`config.mk`:
```
export PLATFORM = sky130hd
export DESIGN_NAME = ex_mem_stage
export DESIGN_NICKNAME = d
export VERILOG_FILES = /design/src/rtl/ex_mem_stage.sv
export SDC_FILE = /design/constraint.sdc
export NUM_CORES = 1
export LEC_CHECK = 0
export CORE_MARGIN = 8
export CORE_UTILIZATION = 40
export DETAILED_ROUTE_END_ITERATION = 7
export PLACE_DENSITY = 0.77
export REMOVE_ABC_BUFFERS = 1
export SETUP_SLACK_MARGIN = 0.15
export SKIP_CTS_REPAIR_TIMING = 1
export SLEW_MARGIN = 20
export SYNTH_ARGS = -nofsm -noshare
export SYNTH_HDL_FRONTEND = slang
export SYNTH_SLANG_ARGS = --single-unit
```
`constraint.sdc`:
```
create_clock -name clk -period 5.8 [get_ports clk]
set_clock_uncertainty 0.1 [all_clocks]
set_input_delay 0.87 -clock clk [delete_from_list [all_inputs] [get_ports clk]]
set_output_delay 0.87 -clock clk [all_outputs]
set_load 0.02 [all_outputs]
```
`src/rtl/ex_mem_stage.sv`:
```
// EX/MEM boundary of the five-stage MIPS pipeline: operand forwarding selects,
// store-data forwarding, load-use detection and the EX/MEM pipeline register.
module ex_mem_stage #(
  parameter int REG_W = 32
) (
  input  logic             clk,
  input  logic             rst,
  input  logic [REG_W-1:0] alu_result,
  input  logic             zero,
  input  logic [REG_W-1:0] rt_data_idex,
  input  logic [4:0]       rs_idex,
  input  logic [4:0]       rt_idex,
  input  logic [4:0]       rd_idex,
  input  logic             reg_dst_idex,
  input  logic             reg_write_idex,
  input  logic             mem_read_idex,
  input  logic             mem_write_idex,
  input  logic             mem_to_reg_idex,
  input  logic [4:0]       rs_ifid,
  input  logic [4:0]       rt_ifid,
  input  logic [4:0]       write_reg_memwb,
  input  logic             reg_write_memwb,
  input  logic [REG_W-1:0] data_towrite_memwb,
  input  logic             stall,
  input  logic             flush,
  output logic [1:0]       forwardA,
  output logic [1:0]       forwardB,
  output logic             load_use_stall,
  output logic [REG_W-1:0] alu_result_exmem,
  output logic [REG_W-1:0] store_data_exmem,
  output logic             zero_exmem,
  output logic [4:0]       write_reg_exmem,
  output logic             reg_write_exmem,
  output logic             mem_read_exmem,
  output logic             mem_write_exmem,
  output logic             mem_to_reg_exmem,
  output logic             valid_exmem
);

  logic [REG_W-1:0] r_alu_result;
  logic [REG_W-1:0] r_store_data;
  logic             r_zero;
  logic [4:0]       r_write_reg;
  logic             r_reg_write;
  logic             r_mem_read;
  logic             r_mem_write;
  logic             r_mem_to_reg;
  logic             r_valid;

  logic [4:0]       w_write_reg_ex;
  logic [REG_W-1:0] w_store_data;
  logic             w_exmem_fwd_en;

  // EX/MEM beats MEM/WB; register 0 never forwards
  function automatic logic [1:0] fwd_sel(
    input logic [4:0] src_reg,
    input logic       ex_en,
    input logic [4:0] ex_reg,
    input logic       wb_en,
    input logic [4:0] wb_reg
  );
    logic [1:0] sel;
    if (ex_en && (ex_reg != 5'd0) && (ex_reg == src_reg)) begin
      sel = 2'b10;
    end else if (wb_en && (wb_reg != 5'd0) && (wb_reg == src_reg)) begin
      sel = 2'b01;
    end else begin
      sel = 2'b00;
    end
    return sel;
  endfunction

  // Destination resolution, forwarding selects and load-use detection
  always_comb begin
    w_write_reg_ex = reg_dst_idex ? rd_idex : rt_idex;
    w_exmem_fwd_en = r_reg_write & r_valid;
    forwardA = fwd_sel(rs_idex, w_exmem_fwd_en, r_write_reg,
                       reg_write_memwb, write_reg_memwb);
    forwardB = fwd_sel(rt_idex, w_exmem_fwd_en, r_write_reg,
                       reg_write_memwb, write_reg_memwb);
    load_use_stall = mem_read_idex & (w_write_reg_ex != 5'd0) &
                     ((w_write_reg_ex == rs_ifid) | (w_write_reg_ex == rt_ifid));
  end

  // Store data follows the rt forwarding select, not the ALU immediate mux
  always_comb begin
    w_store_data = rt_data_idex;
    case (forwardB)
      2'b10:   w_store_data = r_alu_result;
      2'b01:   w_store_data = data_towrite_memwb;
      default: w_store_data = rt_data_idex;
    endcase
  end

  // EX/MEM pipeline register: flush beats stall
  always_ff @(posedge clk or negedge rst) begin
    if (!rst) begin
      r_alu_result <= '0;
      r_store_data <= '0;
      r_zero       <= 1'b0;
      r_write_reg  <= 5'd0;
      r_reg_write  <= 1'b0;
      r_mem_read   <= 1'b0;
      r_mem_write  <= 1'b0;
      r_mem_to_reg <= 1'b0;
      r_valid      <= 1'b0;
    end else if (flush) begin
      r_alu_result <= '0;
      r_store_data <= '0;
      r_zero       <= 1'b0;
      r_write_reg  <= 5'd0;
      r_reg_write  <= 1'b0;
      r_mem_read   <= 1'b0;
      r_mem_write  <= 1'b0;
      r_mem_to_reg <= 1'b0;
      r_valid      <= 1'b0;
    end else if (stall) begin
      r_alu_result <= r_alu_result;
      r_store_data <= r_store_data;
      r_zero       <= r_zero;
      r_write_reg  <= r_write_reg;
      r_reg_write  <= r_reg_write;
      r_mem_read   <= r_mem_read;
      r_mem_write  <= r_mem_write;
      r_mem_to_reg <= r_mem_to_reg;
      r_valid      <= r_valid;
    end else begin
      r_alu_result <= alu_result;
      r_store_data <= w_store_data;
      r_zero       <= zero;
      r_write_reg  <= w_write_reg_ex;
      r_reg_write  <= reg_write_idex;
      r_mem_read   <= mem_read_idex;
      r_mem_write  <= mem_write_idex;
      r_mem_to_reg <= mem_to_reg_idex;
      r_valid      <= 1'b1;
    end
  end

  assign alu_result_exmem = r_alu_result;
  assign store_data_exmem = r_store_data;
  assign zero_exmem       = r_zero;
  assign write_reg_exmem  = r_write_reg;
  assign reg_write_exmem  = r_reg_write;
  assign mem_read_exmem   = r_mem_read;
  assign mem_write_exmem  = r_mem_write;
  assign mem_to_reg_exmem = r_mem_to_reg;
  assign valid_exmem      = r_valid;

endmodule
```
==> summary.txt, run 1 <==
Outcome
  – Status: finished, final reports clean

Worst setup path
  – Required time worst endpoint: between 4000 and 5000 ps
  – Critical path's slowest cell: and3_2
  – Crit path DAT: between 3000 and 4000 ps
  – Crit start category: primary input
  – CP dominant cell by count: clkdlybuf4s50_1
  – Maximum fanout along the worst path: 33
  – Type of element capturing the critical path: primary output
  – Reg2reg setup slack: around 3300 ps
  – Crit Path Category: primary input to primary output
  – Critical-path cell list: clkdlybuf4s50_1 -> xor2_1 -> nor3_2 -> and3_2 -> and2_1 -> clkdlybuf4s50_1
  – Crit path largest cell delay: about 870 ps
  – R2R depth: 7

Yosys
  – YS warnings: 0
  – Seq cells post-synth: 75
  – Seq/Total Area, Yosys: 0.441
  – Post-synth top area share: 0.441
  – Area contributors post-synth: dfrtp_1, mux2i_1, a211oi_2
  – Syn_area_per_cell: 9.22 µm²
  – Synth Cell Area: around 4300 µm²
  – Synthesized instance count: roughly 460
  – Post-synth cell types: 28
  – Area leader, netlist: dfrtp_1

Pwr
  – PwrDens: around 210 nW/µm²
  – Cell leakage power: 2.84 nW
  – Maximum vdd drop: 131 µV
  – Pwr Total: roughly 1.4 mW

Floorplan
  – Die X: about 120 µm
  – Die area: 14200 µm²
  – IO Count: between 200 and 250
  – Core ar.: between 10000 and 15000 µm²
  – Chip height: approximately 120 µm
  – Starting Density: 0.413
  – Cell row count: 37

Timing
  – Worst-Margin Slew: just under 1000 ps
  – Final Max Slew Viols: 0
  – Final Cycle Share: 0.773
  – Final setup fails: 0
  – Fin Setup TNS: 0 ps
  – Tmin final: about 4500 ps
  – Rel. slew slack: 0.340
  – RSZ-0062 raised after global routing: no
  – Hold Vio Cnt, Final: 0
  – Worst Slack Setup Final: 1320 ps
  – Peak Freq: approximately 220 MHz

CTS
  – CTS tree: built
  – CTS clk-pin slew, worst paths: ~70 ps
  – CTS root buf: clkbuf_8
  – CTS Sinks: 75
  – H-tree levels: 3
  – Clk buf depth: 2
  – CTS Buf Count: 9
  – Skew-Pair Late Insertion Delay: ~340 ps

Final layout
  – # diodes: 0
  – Commonest cells after routing, fill and taps aside: clkdlybuf4s50_1, dfrtp_1, nor2_1, mux2i_1, nand2_1
  – Most common cell after layout, fill and taps aside: clkdlybuf4s50_1
  – Final #Nets: between 700 and 800
  – Area Growth Syn to Fin: 57.6%
  – Post-route cell area: between 6000 and 7000 µm²
  – Util after Layout: 0.650
  – Share of layout cells above drive strength 1: 0.0905

Route
  – Router iterations before antenna repair: 4
  – DR vias: ~4200
  – Drt drc: 0
  – DRT antenna net count: 0
  – Drt wl/cell: a little under 20 µm
  – DR vias/cell: ~5.2
  – Starting DRT DRC Count: around 160
  – Routed wire length: roughly 16 mm

Min path
  – HP Class: flop to flop
  – Hold path depth: 2

Place
  – DPL Wire Length: approximately 11 mm
  – Port buffer count: roughly 220
  – Setup WS pre-CTS: 1310 ps
  – Placed cell areas: approximately 6500 µm²
  – Final Wtd Congestion: around 0.8

GRT
  – Initial antenna violation count: 0
  – GRT met3 Usage: 0.0661
  – Largest net degree at the start of global routing: 76
  – First-pass GRT wire length: 24.7 mm
  – Grt met2 use: 0.371
  – Met1 Usage GRT: 0.251
  – Grt total ovfl: 0
  – Grt peak-use layer: met2
  – Vias in the first global route: ~4500
  – GRT Total Usage: 0.216

Job
  – MaxCap Viol Count: 0
power breakdown:
group	total, mW	switching [mW]	internal [mW]	leakage [nW]
logic	0.368	0.176	0.192	1.73
registers	0.575	0.0225	0.553	0.996
clock network	0.495	0.196	0.298	0.117
total	1.44	0.395	1.04	2.84
sequential cells by signal (all words and copies together) (netlist names):
signal,count
mem_write_exmem,1
reg_write_exmem,1
alu_result_exmem,32
valid_exmem,1
mem_read_exmem,1
zero_exmem,1
mem_to_reg_exmem,1
write_reg_exmem,5
store_data_exmem,32
metal layers:
metal,part of all wire,vias to the layer above
li1,-,1992
met1,0.40,1972
met2,0.49,166
met3,0.082,25
met4,0.023,0
met5,0,-
metrics by stage:
stage               instances  hold WS [ps]
CTS                       799           389
detailed placement        783           372
floorplan                 424           474
finish                    799           389
global route              799           424
global placement          783           361
kinds of logic (layout without fill, tap and decap cells):
| family | Yosys count | count (layout) | synth area share |
|---|---|---|---|
| AOI/OAI and AO/OA | 137 | 137 | 0.224 |
| DFF | 75 | 75 | 0.441 |
| muxes | 42 | 42 | 0.0987 |
| buffers and inverters | 72 | 273 | 0.0720 |
| xor gates and xnor gates | 30 | 30 | 0.0617 |
| and+or+nand+nor | 106 | 106 | 0.103 |
final cells by class:
cell class	count	area, µm²
tap	136	170
clock inverter	4	97.6
clock buffer	12	145
inverter	34	128
sequential	75	1880
timing repair buffer	223	2200
fill	845	3610
multi-input combinational	315	2100
Yosys cell counts:
library cell,n
a211oi_1,3
a211oi_2,29
a21oi_1,7
a31oi_1,32
and2_1,1
and3_1,1
buf_1,2
buf_2,5
buf_6,4
clkbuf_1,27
dfrtp_1,75
inv_1,34
mux2i_1,42
nand2_1,36
nand3_1,4
nand4_1,2
nor2_1,51
nor2b_1,1
nor3_1,6
nor4_1,1
o21a_1,1
o21ai_0,35
o21ai_1,29
o22ai_1,1
or4_1,2
or4b_2,1
xnor2_1,15
xor2_1,15
critical path, delay by kind of cell:
family | cells | cell delay [ps]
AND/OR/NAND/NOR | 3 | 1290
buffers and inverters | 2 | 1130
XOR/XNOR | 1 | 210
path summary, 6_finish.rpt:
check,from,end
worst min register to register,store_data_exmem[26],store_data_exmem[26]
worst max-delay path,rt_idex[0],forwardB[0]
worst max register to register,write_reg_exmem[0],store_data_exmem[25]
min in group asynchronous,rst,store_data_exmem[3]
worst min-delay path,store_data_exmem[26],store_data_exmem[26]
max in group asynchronous,rst,write_reg_exmem[1]
No activity file was read; power rests on OpenSTA's default activity.
==> run 2: changes to the inputs <==
==> constraint.sdc (replaced) <==
create_clock -name clk -period 4.5 [get_ports clk]
set_clock_uncertainty 0.1 [all_clocks]
set_input_delay 0.675 -clock clk [delete_from_list [all_inputs] [get_ports clk]]
set_output_delay 0.675 -clock clk [all_outputs]
set_load 0.02 [all_outputs]
==> run 2 against run 1 <==
  * Worst hold slack got worse by 20 ps
  * First-iteration DRC count shrank 4.4%
  * Final cell count increased by 0.38%
  * Critical path depth is the same
  * Clock power rose by 24%
  * Die area is the same
  * Core utilization rose by 0.12 points
  * Global-route usage down 0.13 points
  * Sequential share of layout area decreased by 0.052 points
  * Critical endpoint unchanged
  * Highest routed layer is now met5
==> summary.txt, run 2 (same netlist as run 1, synthesis figures left out) <==
Outcome
  – Status: finished, final reports clean

Floorplan
  – IO Count: 217
  – Core ar.: just over 10000 µm²
  – Starting Density: 0.413
  – Cell row count: 37
  – Die X: ~120 µm
  – Die area: between 10000 and 15000 µm²
  – Chip height: between 100 and 150 µm

Route
  – Router iterations before antenna repair: 4
  – DR vias: 4217
  – Drt wl/cell: 19.5 µm
  – Starting DRT DRC Count: between 150 and 200
  – DRT antenna net count: 0
  – Routed wire length: ~16 mm
  – Drt drc: 0
  – DR vias/cell: between 5 and 6

Worst setup path
  – Worst reg2reg endpoint: store_data_exmem[26]
  – Type of element capturing the critical path: primary output
  – Crit Path Category: primary input to primary output
  – Required time worst endpoint: ~3700 ps
  – CP dominant cell by count: clkdlybuf4s50_1
  – Critical path's slowest cell: or4_1
  – Worst r2r src: write_reg_exmem[0]
  – Crit start category: primary input
  – Maximum fanout along the worst path: 18
  – R2R depth: 8
  – Crit path DAT: 3130 ps
  – Critical-path cell list: clkdlybuf4s50_1 -> or4_1 -> o21a_1 -> and3_2 -> and2_1 -> clkdlybuf4s50_1
  – Crit path largest cell delay: around 550 ps
  – Reg2reg setup slack: ~2200 ps

Final layout
  – Post-route cell area: between 6000 and 7000 µm²
  – Commonest cells after routing, fill and taps aside: clkdlybuf4s50_1, dfrtp_1, nor2_1, mux2i_1, nand2_1
  – Finished Layout Cells: 802
  – Filler cell count: 877
  – Multi-input gate area: approximately 2100 µm²
  – Area Growth Syn to Fin: 57.9%
  – Share of layout cells above drive strength 1: 0.0947
  – Final #Nets: 798
  – Sequential cell area: about 1900 µm²
  – Most common cell after layout, fill and taps aside: clkdlybuf4s50_1

Pwr
  – Maximum vdd drop: about 130 µV
  – Cell leakage power: approximately 2.9 nW
  – Pwr Total: ~1.8 mW
  – PwrDens: 272 nW/µm²

CTS
  – CTS Buf Count: 9
  – Clk buf depth: 2
  – H-tree levels: 3
  – CTS root buf: clkbuf_8
  – CTS Sinks: 75
  – CTS clk-pin slew, worst paths: around 80 ps
  – CTS tree: built
  – Skew-Pair Late Insertion Delay: 350 ps

Place
  – Setup WS pre-CTS: just over 600 ps
  – Port buffer count: 216
  – Post-placement cell count: roughly 790
  – Final Wtd Congestion: around 0.85
  – DPL Wire Length: approximately 11 mm
  – Placed cell areas: 6490 µm²

Timing
  – Rel. slew slack: 0.339
  – Final setup fails: 0
  – Hold Vio Cnt, Final: 0
  – Final Max Slew Viols: 0
  – Tmin final: 3900 ps
  – Worst-Margin Slew: around 1000 ps
  – Worst Slack Setup Final: 598 ps
  – Fin Setup TNS: 0 ps
  – Peak Freq: around 260 MHz
  – Final Cycle Share: 0.867
  – RSZ-0062 raised after global routing: no

GRT
  – First-pass GRT wire length: around 25 mm
  – GRT Total Usage: 0.215
  – Vias in the first global route: between 4000 and 5000
  – Initial antenna violation count: 2
  – Largest net degree at the start of global routing: 76
  – Grt total ovfl: 0

Min path
  – HP Class: primary input to async pin

Job
  – MaxCap Viol Count: 0
## run 2: cell types whose count changed in the layout (fill, tap and decap cells not counted), sizes merged
cell / delta
clkbuf: -2
diode: +1
clkinv: +1
buf: +3
## run 2: how the worst max path moves through the flow
stage	from	end
global placement	write_reg_memwb[1]	forwardB[0]
CTS	write_reg_memwb[1]	forwardB[0]
global route	write_reg_memwb[1]	forwardB[0]
finish	write_reg_memwb[1]	forwardB[0]
detailed placement	write_reg_memwb[1]	forwardB[0]
floorplan	rt_idex[1]	forwardB[0]
## run 2: metal layers
layer	part of all wire	vias to the layer above	GRT usage
met2	0.50	157	0.372
met3	0.079	24	0.0657
met1	0.40	2038	0.245
li1	-	1996	-
met5	0.00077	-	0
met4	0.020	2	0.0759
## run 2: area by class of cell
cell class                      instances  area share
Inverter                               34      0.0190
Sequential cell                        75       0.279
Clock buffer                           10      0.0190
Multi-Input combinational cell        315       0.312
Antenna cell                            1    0.000372
Clock inverter                          5      0.0153
Tap cell                              136      0.0253
Timing Repair Buffer                  226       0.331
## run 2: through the flow
step	hold WS, ps	util
floorplan	279	-
global placement	362	0.629
CTS	389	0.651
global route	405	0.652
finish	369	0.652
detailed placement	372	0.629
## run 2: worst max-delay path: cells and delay by family
kind	cells	cell delay (ps)
simple gates	3	1010
buf+inv	2	1000
compound gates	1	430
## run 2: power breakdown
group          leakage, nW  total [mW]  internal [mW]  switching [mW]
sequential           0.996       0.741          0.713          0.0288
combinational         1.75       0.476          0.248           0.229
clock                0.112       0.614          0.365           0.249
total                 2.85        1.83           1.32           0.506
==> run 3: changes to the inputs <==
--- a/config.mk
+++ b/config.mk
@@ -5,7 +5,7 @@
 export SDC_FILE = /design/constraint.sdc
 export NUM_CORES = 1
 export LEC_CHECK = 0
-export CORE_MARGIN = 8
+export CORE_MARGIN = 3
 export CORE_UTILIZATION = 40
 export DETAILED_ROUTE_END_ITERATION = 7
 export PLACE_DENSITY = 0.77
==> run 3 against run 2 <==
  * Core utilization increased by 0.13 points
  * Die area decreased by 16%
  * Sequential cell count unchanged
  * Wire length decreased by 6.4%
  * Design area increased by 0.20%
  * Worst hold slack got worse by 21 ps
  * Sequential share of layout area decreased by 0.057 points
  * Critical path type unchanged
  * Critical endpoint is now load_use_stall
==> summary.txt, run 3 (same netlist as run 1, synthesis figures left out) <==
Worst setup path
  – Crit start category: primary input
  – Maximum fanout along the worst path: 7
  – Critical-path cell list: clkdlybuf4s50_1 -> mux2i_1 -> xnor2_1 -> nor3_1 -> nand3_1 -> a21oi_1 -> clkdlybuf4s50_1
  – Required time worst endpoint: around 3700 ps
  – R2R depth: 7
  – CP dominant cell by count: clkdlybuf4s50_1
  – Crit path largest cell delay: between 600 and 700 ps
  – Worst reg2reg endpoint: store_data_exmem[26]
  – Crit path DAT: about 3000 ps
  – Reg2reg setup slack: ~2200 ps
  – Crit Path Category: primary input to primary output
  – Worst r2r src: write_reg_exmem[0]
  – Critical path's slowest cell: clkdlybuf4s50_1
  – Type of element capturing the critical path: primary output

CTS
  – CTS clk-pin slew, worst paths: ~100 ps
  – CTS tree: built
  – CTS root buf: clkbuf_8
  – CTS Buf Count: 9
  – Clk buf depth: 2
  – Skew-Pair Late Insertion Delay: around 350 ps
  – H-tree levels: 3
  – CTS Sinks: 75

Final layout
  – # diodes: 0
  – Finished Layout Cells: around 800
  – Area Growth Syn to Fin: 58.2%
  – Final #Nets: between 700 and 800
  – Util after Layout: 0.653
  – Multi-input gate area: 2100 µm²
  – Sequential cell area: roughly 1900 µm²
  – Most common cell after layout, fill and taps aside: clkdlybuf4s50_1
  – Commonest cells after routing, fill and taps aside: clkdlybuf4s50_1, dfrtp_1, nor2_1, mux2i_1, nand2_1
  – Filler cell count: roughly 850
  – Share of layout cells above drive strength 1: 0.0961

Route
  – DRT antenna net count: 0
  – DR vias/cell: 5.29
  – Starting DRT DRC Count: 270
  – Routed wire length: around 15 mm
  – DR vias: 4240
  – Drt wl/cell: 18.2 µm
  – Drt drc: 0
  – Router iterations before antenna repair: 4

Timing
  – Final setup fails: 0
  – Final Max Slew Viols: 0
  – Worst-Margin Slew: between 900 and 1000 ps
  – RSZ-0062 raised after global routing: no
  – Peak Freq: roughly 270 MHz
  – Final Cycle Share: 0.831
  – Hold Vio Cnt, Final: 0
  – Tmin final: approximately 3700 ps
  – Rel. slew slack: 0.339
  – Hold Slack: around 350 ps

GRT
  – Largest net degree at the start of global routing: 76
  – Initial antenna violation count: 0
  – Grt total ovfl: 0
  – Vias in the first global route: roughly 4500
  – GRT Total Usage: 0.247
  – First-pass GRT wire length: between 20 and 25 mm

Min path
  – HP Class: primary input to async pin

Floorplan
  – Die X: between 100 and 150 µm
  – Die area: approximately 12000 µm²
  – IO Count: around 220
  – Starting Density: 0.413
  – Cell row count: 37
  – Core ar.: between 10000 and 15000 µm²
  – Chip height: approximately 110 µm

Place
  – Post-placement cell count: 786
  – DPL Wire Length: between 10 and 15 mm
  – Port buffer count: 216
  – Final Wtd Congestion: 0.862

Pwr
  – Cell leakage power: ~2.9 nW
  – Maximum vdd drop: roughly 200 µV
  – PwrDens: between 200 and 300 nW/µm²
  – Pwr Total: 1.85 mW

Job
  – MaxCap Viol Count: 0

Outcome
  – Status: finished, final reports clean
[run 3: cell count changes in the layout (fill, tap and decap cells not counted), sizes merged]
cell,delta
clkinvlp,+1
diode,-1
[run 3: worst max-delay path by stage]
stage	startpoint	to	slack, ps	depth (start not counted)
after floorplan	rt_idex[1]	forwardB[0]	-390	4
after global placement	reg_dst_idex	load_use_stall	860	7
after detailed placement	reg_dst_idex	load_use_stall	790	7
after CTS	reg_dst_idex	load_use_stall	770	7
after global routing	reg_dst_idex	load_use_stall	630	7
final	reg_dst_idex	load_use_stall	760	7
[run 3: routing by layer]
layer	track usage	up-vias	part of all wire
li1	-	1996	-
met1	0.304	2046	0.40
met2	0.435	182	0.51
met3	0.0592	16	0.087
met4	0.0606	0	0.0088
met5	0	-	0
[run 3: critical path, delay by kind of cell]
kind	cells	cell delay, ps
buffers and inverters	2	1290
AND/OR/NAND/NOR	2	290
XOR/XNOR	1	130
multiplexers	1	450
AO/OA/AOI/OAI	1	140
[run 3: where the power goes]
part           internal [mW]  switching (mW)  total, mW
Clock                  0.370           0.259      0.629
Sequential             0.712          0.0299      0.742
Combinational          0.248           0.228      0.476
[run 3: cell type report]
type                            count  share of cell area
Inverter                           34              0.0189
Multi-Input combinational cell    315               0.312
Clock buffer                       10              0.0189
Clock inverter                      6              0.0169
Sequential cell                    75               0.278
Timing Repair Buffer              226               0.330
Tap cell                          136              0.0252
[run 3: per-stage QoR]
step	cell area, µm²	setup TNS (ps)	setup WS (ps)
floorplan	4080	-392	-392
detailed placement	6490	0	788
finish	6740	0	762
global placement	6490	0	864
CTS	6740	0	774
global route	6740	0	632
